--- config.mk ---
export PLATFORM = sky130hd
export DESIGN_NAME = spi_master_ctrl
export DESIGN_NICKNAME = d
export VERILOG_FILES = /design/src/rtl/spi_ctrl_pkg.sv /design/src/rtl/spi_sclk_gen.sv /design/src/rtl/spi_master_ctrl.sv
export SDC_FILE = /design/constraint.sdc
export NUM_CORES = 1
export LEC_CHECK = 0
export CAP_MARGIN = 30
export CORE_MARGIN = 3
export CORE_UTILIZATION = 55
export CTS_BUF_LIST = sky130_fd_sc_hd__clkbuf_8
export CTS_CLUSTER_SIZE = 30
export DETAILED_ROUTE_END_ITERATION = 10
export GPL_ROUTABILITY_DRIVEN = 0
export PLACE_DENSITY = 0.8
export SLEW_MARGIN = 20
export SYNTH_ARGS = -nofsm -noshare
export SYNTH_HDL_FRONTEND = slang
export SYNTH_HIERARCHICAL = 1
export SYNTH_SLANG_ARGS = --single-unit
--- constraint.sdc ---
create_clock -name clk -period 2.6 [get_ports clk]
set_input_delay 0.39 -clock clk [delete_from_list [all_inputs] [get_ports clk]]
set_output_delay 0.39 -clock clk [all_outputs]
set_load 0.02 [all_outputs]
--- src/rtl/spi_ctrl_pkg.sv ---
// Shared definitions for the SPI master controller: FSM state encoding and
// default parameter values.
package spi_ctrl_pkg;

  localparam int DEF_DATA_WIDTH   = 8;
  localparam int DEF_NO_OF_SLAVES = 1;
  localparam int DEF_BAUD_WIDTH   = 8;

  typedef enum logic [1:0] {
    IDLE     = 2'd0,
    SETUP    = 2'd1,
    TRANSFER = 2'd2,
    HOLD     = 2'd3
  } spi_ctrl_state_e;

endpackage

--- src/rtl/spi_sclk_gen.sv ---
// Baud/edge generator: half-period counter, sclk toggling, leading/trailing
// edge strobes and count of sclk edges produced in the current transfer.
module spi_sclk_gen
  import spi_ctrl_pkg::*;
#(
  parameter int BAUD_WIDTH = DEF_BAUD_WIDTH,
  parameter int EDGE_W     = 4
) (
  input  logic                  clk,
  input  logic                  rst,
  input  logic                  en,
  input  logic                  run,
  input  logic                  idle_level,
  input  logic [BAUD_WIDTH-1:0] baud_div,
  output logic                  sclk,
  output logic                  tick,
  output logic                  lead_stb,
  output logic                  trail_stb,
  output logic [EDGE_W-1:0]     edge_cnt
);

  logic [BAUD_WIDTH-1:0] hp_cnt;

  // tick marks the last clk cycle of a half-period; edges land on that edge.
  assign tick      = en && (hp_cnt == baud_div);
  assign lead_stb  = run && tick && !edge_cnt[0];
  assign trail_stb = run && tick && edge_cnt[0];

  always_ff @(posedge clk or negedge rst) begin
    if (!rst) begin
      hp_cnt   <= '0;
      edge_cnt <= '0;
      sclk     <= 1'b0;
    end else begin
      if (!en || tick) hp_cnt <= '0;
      else             hp_cnt <= hp_cnt + BAUD_WIDTH'(1);

      if (!run)     edge_cnt <= '0;
      else if (tick) edge_cnt <= edge_cnt + EDGE_W'(1);

      // Outside a transfer sclk tracks the live cpol; once busy it is frozen
      // at the value captured on the accepting edge and only toggles.
      if (!en)              sclk <= idle_level;
      else if (run && tick) sclk <= ~sclk;
    end
  end

endmodule

--- src/rtl/spi_master_ctrl.sv ---
// SPI master: single-word transfers with selectable mode, bit order,
// chip select and baud divisor.
module spi_master_ctrl
  import spi_ctrl_pkg::*;
#(
  parameter int DATA_WIDTH   = DEF_DATA_WIDTH,
  parameter int NO_OF_SLAVES = DEF_NO_OF_SLAVES,
  parameter int BAUD_WIDTH   = DEF_BAUD_WIDTH
) (
  input  logic                          clk,
  input  logic                          rst,
  input  logic                          start,
  input  logic                          cpol,
  input  logic                          cpha,
  input  logic                          msb_first,
  input  logic [$clog2(NO_OF_SLAVES):0] slave_sel,
  input  logic [BAUD_WIDTH-1:0]         baud_div,
  input  logic [DATA_WIDTH-1:0]         tx_data,
  output logic [DATA_WIDTH-1:0]         rx_data,
  output logic                          busy,
  output logic                          done,
  output logic                          err,
  output logic                          sclk,
  output logic                          mosi,
  input  logic                          miso,
  output logic [NO_OF_SLAVES-1:0]       cs_n,
  output spi_ctrl_state_e               dbg_state
);

  // Handshake: start is taken only in a cycle where busy is low; a start
  // seen while busy is dropped. done (with err on a bad slave_sel) is a
  // one-cycle completion pulse, after which busy is low again.

  localparam int EDGE_W = $clog2(2 * DATA_WIDTH);
  localparam logic [EDGE_W-1:0] LAST_EDGE = EDGE_W'(2 * DATA_WIDTH - 1);

  spi_ctrl_state_e state_q, state_d;

  logic                    cpha_q, msb_q;
  logic [BAUD_WIDTH-1:0]   baud_q;
  logic [DATA_WIDTH-1:0]   tx_sh, rx_sh, rx_q;
  logic                    mosi_q, done_q, err_q;
  logic [NO_OF_SLAVES-1:0] cs_n_q;

  logic              tick, lead_stb, trail_stb;
  logic [EDGE_W-1:0] edge_cnt;
  logic              sel_ok, accept, reject, finish, last_edge;
  logic              shift_out, sample_in;

  function automatic logic first_bit(input logic [DATA_WIDTH-1:0] w, input logic msb);
    return msb ? w[DATA_WIDTH-1] : w[0];
  endfunction

  function automatic logic [DATA_WIDTH-1:0] shift_word(input logic [DATA_WIDTH-1:0] w,
                                                       input logic msb);
    return msb ? (w << 1) : (w >> 1);
  endfunction

  assign sel_ok    = 32'(slave_sel) < NO_OF_SLAVES;
  assign last_edge = trail_stb && (edge_cnt == LAST_EDGE);

  // With cpha=1 the first leading edge re-drives bit 0 already placed in
  // SETUP, so the shifter is loaded unshifted in that mode.
  assign shift_out = cpha_q ? lead_stb : (trail_stb && !last_edge);
  assign sample_in = cpha_q ? trail_stb : lead_stb;

  spi_sclk_gen #(
    .BAUD_WIDTH (BAUD_WIDTH),
    .EDGE_W     (EDGE_W)
  ) u_sclk_gen (
    .clk        (clk),
    .rst        (rst),
    .en         (state_q != IDLE),
    .run        (state_q == TRANSFER),
    .idle_level (cpol),
    .baud_div   (baud_q),
    .sclk       (sclk),
    .tick       (tick),
    .lead_stb   (lead_stb),
    .trail_stb  (trail_stb),
    .edge_cnt   (edge_cnt)
  );

  always_ff @(posedge clk or negedge rst) begin
    if (!rst) state_q <= IDLE;
    else      state_q <= state_d;
  end

  always_comb begin
    state_d = state_q;
    accept  = 1'b0;
    reject  = 1'b0;
    finish  = 1'b0;
    case (state_q)
      IDLE: begin
        if (start && sel_ok) begin
          accept  = 1'b1;
          state_d = SETUP;
        end else if (start) begin
          reject = 1'b1;
        end
      end
      SETUP:    if (tick) state_d = TRANSFER;
      TRANSFER: if (last_edge) state_d = HOLD;
      HOLD: begin
        if (tick) begin
          finish  = 1'b1;
          state_d = IDLE;
        end
      end
      default: state_d = IDLE;
    endcase
  end

  always_ff @(posedge clk or negedge rst) begin
    if (!rst) begin
      cpha_q <= 1'b0;
      msb_q  <= 1'b0;
      baud_q <= '0;
      tx_sh  <= '0;
      rx_sh  <= '0;
      rx_q   <= '0;
      mosi_q <= 1'b0;
      done_q <= 1'b0;
      err_q  <= 1'b0;
      cs_n_q <= '1;
    end else begin
      done_q <= 1'b0;
      err_q  <= 1'b0;
      if (accept) begin
        cpha_q <= cpha;
        msb_q  <= msb_first;
        baud_q <= baud_div;
        tx_sh  <= cpha ? tx_data : shift_word(tx_data, msb_first);
        mosi_q <= first_bit(tx_data, msb_first);
        cs_n_q <= ~(NO_OF_SLAVES'(1) << slave_sel);
        rx_sh  <= '0;
      end
      if (reject) begin
        done_q <= 1'b1;
        err_q  <= 1'b1;
      end
      if (shift_out) begin
        mosi_q <= first_bit(tx_sh, msb_q);
        tx_sh  <= shift_word(tx_sh, msb_q);
      end
      if (sample_in) begin
        if (msb_q) rx_sh <= {rx_sh[DATA_WIDTH-2:0], miso};
        else       rx_sh <= {miso, rx_sh[DATA_WIDTH-1:1]};
      end
      if (finish) begin
        cs_n_q <= '1;
        mosi_q <= 1'b0;
        rx_q   <= rx_sh;
        done_q <= 1'b1;
      end
    end
  end

  assign busy      = (state_q != IDLE);
  assign done      = done_q;
  assign err       = err_q;
  assign mosi      = mosi_q;
  assign cs_n      = cs_n_q;
  assign rx_data   = rx_q;
  assign dbg_state = state_q;

endmodule

==> flow_summary.json, run 1 <==
{
  "clock_path_buffers": 2,
  "first_pass_iters": 4,
  "drv_slew": 0,
  "combPwrFrac_pct": 42.3,
  "synth.avg_cell_area_um2": 10.7,
  "synthFlopType": "dfrtp_1",
  "hpwl_um": 3880,
  "yosysMostFrequentCell": "dfrtp_1",
  "arrival_ns": 1.92,
  "clock_sinks": 53,
  "grt_max_degree": 33,
  "reg2reg_to": "mosi$_DFFE_PN0P_",
  "avgRoutedWirePerCell_um": 14.5,
  "setup.worst_path.start": "dbg_state[1]$_DFFE_PN0P_",
  "crit_type": "reg2out",
  "end_kind": "output pin",
  "port_buffers": 39,
  "die-area_mm2": 0.00603,
  "clk_latency_ns": 0.31,
  "grt_pass1_vias": 1985,
  "setup_viol": 0,
  "r2r_slack_ns": 0.39,
  "clk_pin_slew_worst_paths_ns": 0.10,
  "critPathCapture": "busy",
  "synth_top_family_by_area": "simple AND/OR/NAND/NOR gates",
  "ant_nets": 0,
  "synth_nets": 295,
  "power_density_mw_per_mm2": 971,
  "h-tree-depth": 2,
  "core-area_mm2": 0.00485,
  "io_pins": 40,
  "cp_data_required_time_ns": 2.21,
  "cts_tree": "built",
  "path_buf_inv": 4,
  "synth_compound_area_share_pct": 12.5,
  "slowest_delay_ns": 0.61,
  "drt_iter0_drc": 86,
  "overflow": 0,
  "final_util_pct": 70.0,
  "synth.cell_area_mm2": 0.00282,
  "dp.cells": 365,
  "hp-class": "in2async",
  "cpMaxStageDelayCell": "clkdlybuf4s50_1",
  "switching_power_uw": 1230,
  "synth_cell_types": 46,
  "pwr-share-seq_pct": 42.5,
  "areaGrowthSynthToFinish_pct": 20.3,
  "slew_headroom_pct": 52.8,
  "worst_pin_slew_ns": 0.708,
  "max_cap_violations": 0,
  "p_int_uw": 2060,
  "synth_xor_area_share_pct": 5.41,
  "globalRouteTotalUtil_pct": 19.5,
  "synthArstFlopShare_pct": 100,
  "post_cts_buffers": 0,
  "yosysWarnings": 6,
  "netlist_top_cells_count": "dfrtp_1 (52), nand2_1 (27), mux2_2 (19), nor2_1 (16)",
  "yosys.area.top_type": "dfrtp_1",
  "swShare_pct": 37.4,
  "report.final.hold_viol_count": 0,
  "drive_above_1_share_pct": 17.0,
  "ctsRootBufferMaster": "clkbuf_8",
  "period_needed_ns": 2.31,
  "reg2reg_depth": 11,
  "synth-simple-area-share_pct": 14.8,
  "yosysSeqAreaShare_pct": 47.1,
  "synthTopCellsByArea": "dfrtp_1 (46%), mux2_2 (7.6%), mux2i_1 (5.0%)",
  "path_depth": 5,
  "clkPwrFrac_pct": 15.2,
  "cp_cell_sequence": "inv_1 > ha_1 > inv_1 > buf_4 > clkdlybuf4s50_1",
  "vias": 1999,
  "synthMuxAreaShare_pct": 13.0,
  "fin_area_mm2": 0.00339,
  "p_leak_uw": 0.00151,
  "cts_buffers": 5,
  "rows": 25,
  "place_area_mm2": 0.00329,
  "timing.rr.start": "dbg_state[1]$_DFFE_PN0P_",
  "peakVddDrop_mv": 0.686,
  "worstPathMaxFanout": 7,
  "instances_no_fill": 373,
  "antenna_found_initial": 0,
  "nets": 336,
  "hold_slack_ns": 0.124,
  "grt_first_pass_wirelength_um": 9360,
  "rsz0062_at_grt": "no",
  "synth_enable_flop_cells": 0,
  "die_x_um": 77.6,
  "fin_tns_setup_ns": 0,
  "ctsResizeCount": 0,
  "drt-total-wl_um": 5390,
  "fin_crit_sh_pct": 88.8,
  "initial_core_util_pct": 58.2,
  "cp_top_family": "buffers and inverters",
  "fmaxAchievable_ghz": 0.433,
  "postCtsHoldBufs": 0,
  "antenna_cells": 0,
  "synth.top_cell.area_share_pct": 46.1,
  "start_kind": "flop",
  "cpMostUsedCell": "inv_1",
  "ys_ff_latch": 53,
  "status": "finished, final reports clean",
  "vias_per_cell": 5.36,
  "fin_skew_ns": 0.0104,
  "synth-adder-area-share_pct": 3.10,
  "post-route-drc-count": 0,
  "fp.dieH_um": 77.6,
  "netlist_instances": 264
}
==> per-layer routing <==
layer	share of wire (%)	wire [µm]	global-route usage [%]
met1	48	2570	26.1
met2	47	2530	31.3
met3	4.0	217	4.87
met4	1.3	70	6.05
met5	0	0	0
==> flip-flops by register name, indices dropped and copies added, names as in the netlist, 2 cells and up <==
register / count
u_sclk_gen/edge_cnt: 4
rx_sh: 8
rx_data: 8
tx_sh: 8
dbg_state: 2
baud_q: 8
u_sclk_gen/hp_cnt: 8
==> cell families after synthesis <==
group	count (synthesis)
fa+ha+maj	7
mux	34
compound gates	55
simple gates	76
flops	53
xor+xnor	14
buf+inv	25
==> worst register-to-register path, cell delays in order, from the launching register on <==
cell and delay [ns]:
dfrtp_1 0.43, inv_1 0.10, ha_1 0.22, inv_1 0.08
inv_1 0.06, nor3_4 0.22, and3_1 0.23, nor2b_1 0.16
a22oi_2 0.06, buf_4 0.20, a211oi_1 0.24, a221oi_1 0.08
==> layout make-up <==
| type | count | area, µm² |
|---|---|---|
| clock buffers | 7 | 96.3 |
| clock inverters | 1 | 5.00 |
| fillers | 364 | 1450 |
| inverters | 12 | 45.0 |
| multi-input cells | 186 | 1380 |
| flip-flops and latches | 53 | 1330 |
| well taps | 67 | 83.8 |
| repair buffers | 47 | 458 |
==> per-stage QoR <==
step,total power (µW),setup WS (ns)
4_1_cts,3320,0.291
2_1_floorplan,2370,0.0361
6_report,3300,0.292
3_3_place_gp,2770,0.410
3_5_place_dp,2810,0.383
5_1_grt,3520,0.141
==> power by group through the flow <==
stage                     combinational (µW)  clock [µW]  sequential (µW)
after floorplan                          931           0             1440
after detailed placement                1400           0             1410
after global placement                  1370           0             1400
final                                   1390         501             1400
after global routing                    1530         548             1440
after CTS                               1410         514             1400
==> layout by cell type (no fill, tap or decap), types with 2 or more instances in the layout <==
master,synthesis,routed
o21ai_0,9,9
o41ai_1,2,2
a31oi_1,5,5
nand4_4,2,2
buf_4,1,7
a211oi_1,6,6
nand2b_1,4,4
xnor2_1,6,6
o311ai_1,2,2
nor2_1,16,16
nand2_1,27,27
clkdlybuf4s50_1,0,38
a21oi_1,14,14
ha_1,7,7
xnor2_2,4,4
o21ai_1,8,8
dfrtp_1,52,51
xor2_1,4,4
inv_1,12,12
nand3_1,2,2
nor2b_1,10,10
and2_1,2,2
nand4_1,3,3
clkbuf_8,0,7
mux2i_1,14,14
and3_1,3,3
mux2_2,19,19
nand3b_1,2,2
==> worst min path at each step <==
stage / endpoint / slack (ns) / cells past startpoint
3_3_place_gp: cs_n$_DFFE_PN1P_ / 0.45 / 2
4_1_cts: baud_q[5]$_DFFE_PN0P_ / 0.14 / 1
2_1_floorplan: baud_q[0]$_DFFE_PN0P_ / 0.09 / 0
5_1_grt: u_sclk_gen/hp_cnt[5]$_DFF_PN0_ / 0.16 / 1
3_5_place_dp: cs_n$_DFFE_PN1P_ / 0.47 / 2
6_report: u_sclk_gen/hp_cnt[5]$_DFF_PN0_ / 0.12 / 1
(Power assumes the default switching activity.)
==> run 2, diff against run 1 <==
- SLEW_MARGIN: 20 -> not set
- clock period: 2.6 -> 2.9 ns (I/O delays scaled with it)
==> flow_summary.json, run 2 (synthesis gave the netlist of run 1 again) <==
{
  "status": "finished, final reports clean",
  "clock_sinks": 53,
  "fp.dieH_um": 77.6,
  "crit_type": "reg2reg",
  "reg2reg_to": "mosi$_DFFE_PN0P_",
  "antenna_cells": 0,
  "vias": 2014,
  "postCtsHoldBufs": 0,
  "power_density_mw_per_mm2": 873,
  "worst_pin_slew_ns": 0.927,
  "hp-class": "in2async",
  "hpwl_um": 4030,
  "slowest_delay_ns": 0.61,
  "globalRouteTotalUtil_pct": 19.7,
  "worstPathMaxFanout": 17,
  "drv_slew": 0,
  "first_pass_iters": 4,
  "arrival_ns": 2.66,
  "cts_buffers": 5,
  "layout_commonest_cell": "dfrtp_1",
  "core-area_mm2": 0.00485,
  "io_pins": 40,
  "max_cap_violations": 0,
  "setup_viol": 0,
  "initial_core_util_pct": 58.2,
  "ctsRootBufferMaster": "clkbuf_8",
  "ctsResizeCount": 0,
  "cpMostUsedCell": "inv_1",
  "cp_cell_sequence": "inv_1 > ha_1 > inv_1 > inv_1 > nor3_4 > and3_1 > nor2b_1 > a22oi_2 > a211oi_1 > a221oi_1",
  "fmaxAchievable_ghz": 0.409,
  "cp_data_required_time_ns": 3.11,
  "drt_iter0_drc": 122,
  "post-route-drc-count": 0,
  "peakVddDrop_mv": 0.570,
  "instances_no_fill": 370,
  "fin_tns_setup_ns": 0,
  "grt_pass1_vias": 2042,
  "slew_headroom_pct": 38.2,
  "die_x_um": 77.6,
  "report.final.hold_viol_count": 0,
  "cts_tree": "built",
  "fin_skew_ns": 0.00695,
  "cpMaxStageDelayCell": "a22oi_2",
  "ant_nets": 0,
  "end_kind": "flop",
  "clk_pin_slew_worst_paths_ns": 0.09,
  "post_cts_buffers": 0,
  "dp.cells": 362,
  "die-area_mm2": 0.00603,
  "h-tree-depth": 2,
  "start_kind": "flop",
  "clock_path_buffers": 2,
  "clk_latency_ns": 0.31,
  "period_needed_ns": 2.45,
  "overflow": 0,
  "rsz0062_at_grt": "no",
  "grt_first_pass_wirelength_um": 9450,
  "avgRoutedWirePerCell_um": 14.6,
  "r2r_slack_ns": 0.45,
  "nets": 333,
  "drt-total-wl_um": 5420,
  "p_leak_uw": 0.00148,
  "areaGrowthSynthToFinish_pct": 18.8,
  "rows": 25,
  "reg2reg_depth": 10,
  "vias_per_cell": 5.44,
  "antenna_found_initial": 0,
  "setup.worst_path.start": "dbg_state[0]$_DFFE_PN0P_",
  "final_cell_mix": "dfrtp_1 (52), clkdlybuf4s50_1 (38), nand2_1 (27), mux2_2 (19), nor2_1 (16)",
  "timing.rr.start": "dbg_state[0]$_DFFE_PN0P_",
  "port_buffers": 39,
  "fin_crit_sh_pct": 84.4,
  "grt_max_degree": 26,
  "drive_above_1_share_pct": 15.8
}
-- run 2: cell count changes in the layout (fill, tap and decap cells not counted) --
cell | previous run | this run
dfrtp_1 | 51 | 52
dfrtp_2 | 1 | 0
buf_4 | 7 | 5
clkinv_4 | 0 | 1
buf_12 | 1 | 0
clkbuf_8 | 7 | 6
-- run 2: worst max path at each step --
stage | cells after the start | endpoint | slack (ns)
after floorplan | 11 | dbg_state[1]$_DFFE_PN0P_ | 0.23
after global placement | 10 | mosi$_DFFE_PN0P_ | 0.58
after detailed placement | 10 | tx_sh[6]$_DFFE_PN0P_ | 0.47
after CTS | 10 | mosi$_DFFE_PN0P_ | 0.47
after global routing | 10 | tx_sh[6]$_DFFE_PN0P_ | 0.22
final | 10 | mosi$_DFFE_PN0P_ | 0.45
-- run 2: through the flow --
stage          power, µW  hold slack (ns)  utilization (%)  setup slack (ns)  area, µm²
2_1_floorplan       2120            0.139                -             0.232       2820
3_3_place_gp        2470            0.379             67.2             0.578       3260
3_5_place_dp        2520            0.380             67.2             0.475       3260
4_1_cts             2960           0.0471             69.2             0.470       3350
5_1_grt             3140           0.0438             69.2             0.222       3350
6_report            2930           0.0376             69.2             0.453       3350
-- run 2: report_power, final --
group	internal, µW	switching (µW)	total [µW]
combinational	619	584	1200
sequential	1000	291	1290
clock	194	235	429
total	1820	1110	2930
-- run 2: cell type report --
class | count | area [µm²]
clock buffer | 6 | 82.6
inverter | 12 | 45.0
multi-input combinational | 186 | 1380
timing repair buffer | 44 | 423
tap | 67 | 83.8
clock inverter | 2 | 13.8
sequential | 53 | 1330
fill | 380 | 1500
-- run 2: metal layers --
layer	global-route usage (%)	part of all wire, %	routed length (µm)
met1	26.8	47	2520
met2	31.0	47	2550
met3	3.94	4.7	257
met4	8.01	1.6	89
met5	0	0	0
-- run 2: worst max-delay path: cells and delay by family (launching register included) --
family	cells	cell delay (ns)
AOI/OAI and AO/OA	3	0.99
DFF	1	0.44
buffers and inverters	3	0.30
adders and majority gates	1	0.19
and+or+nand+nor	3	0.43
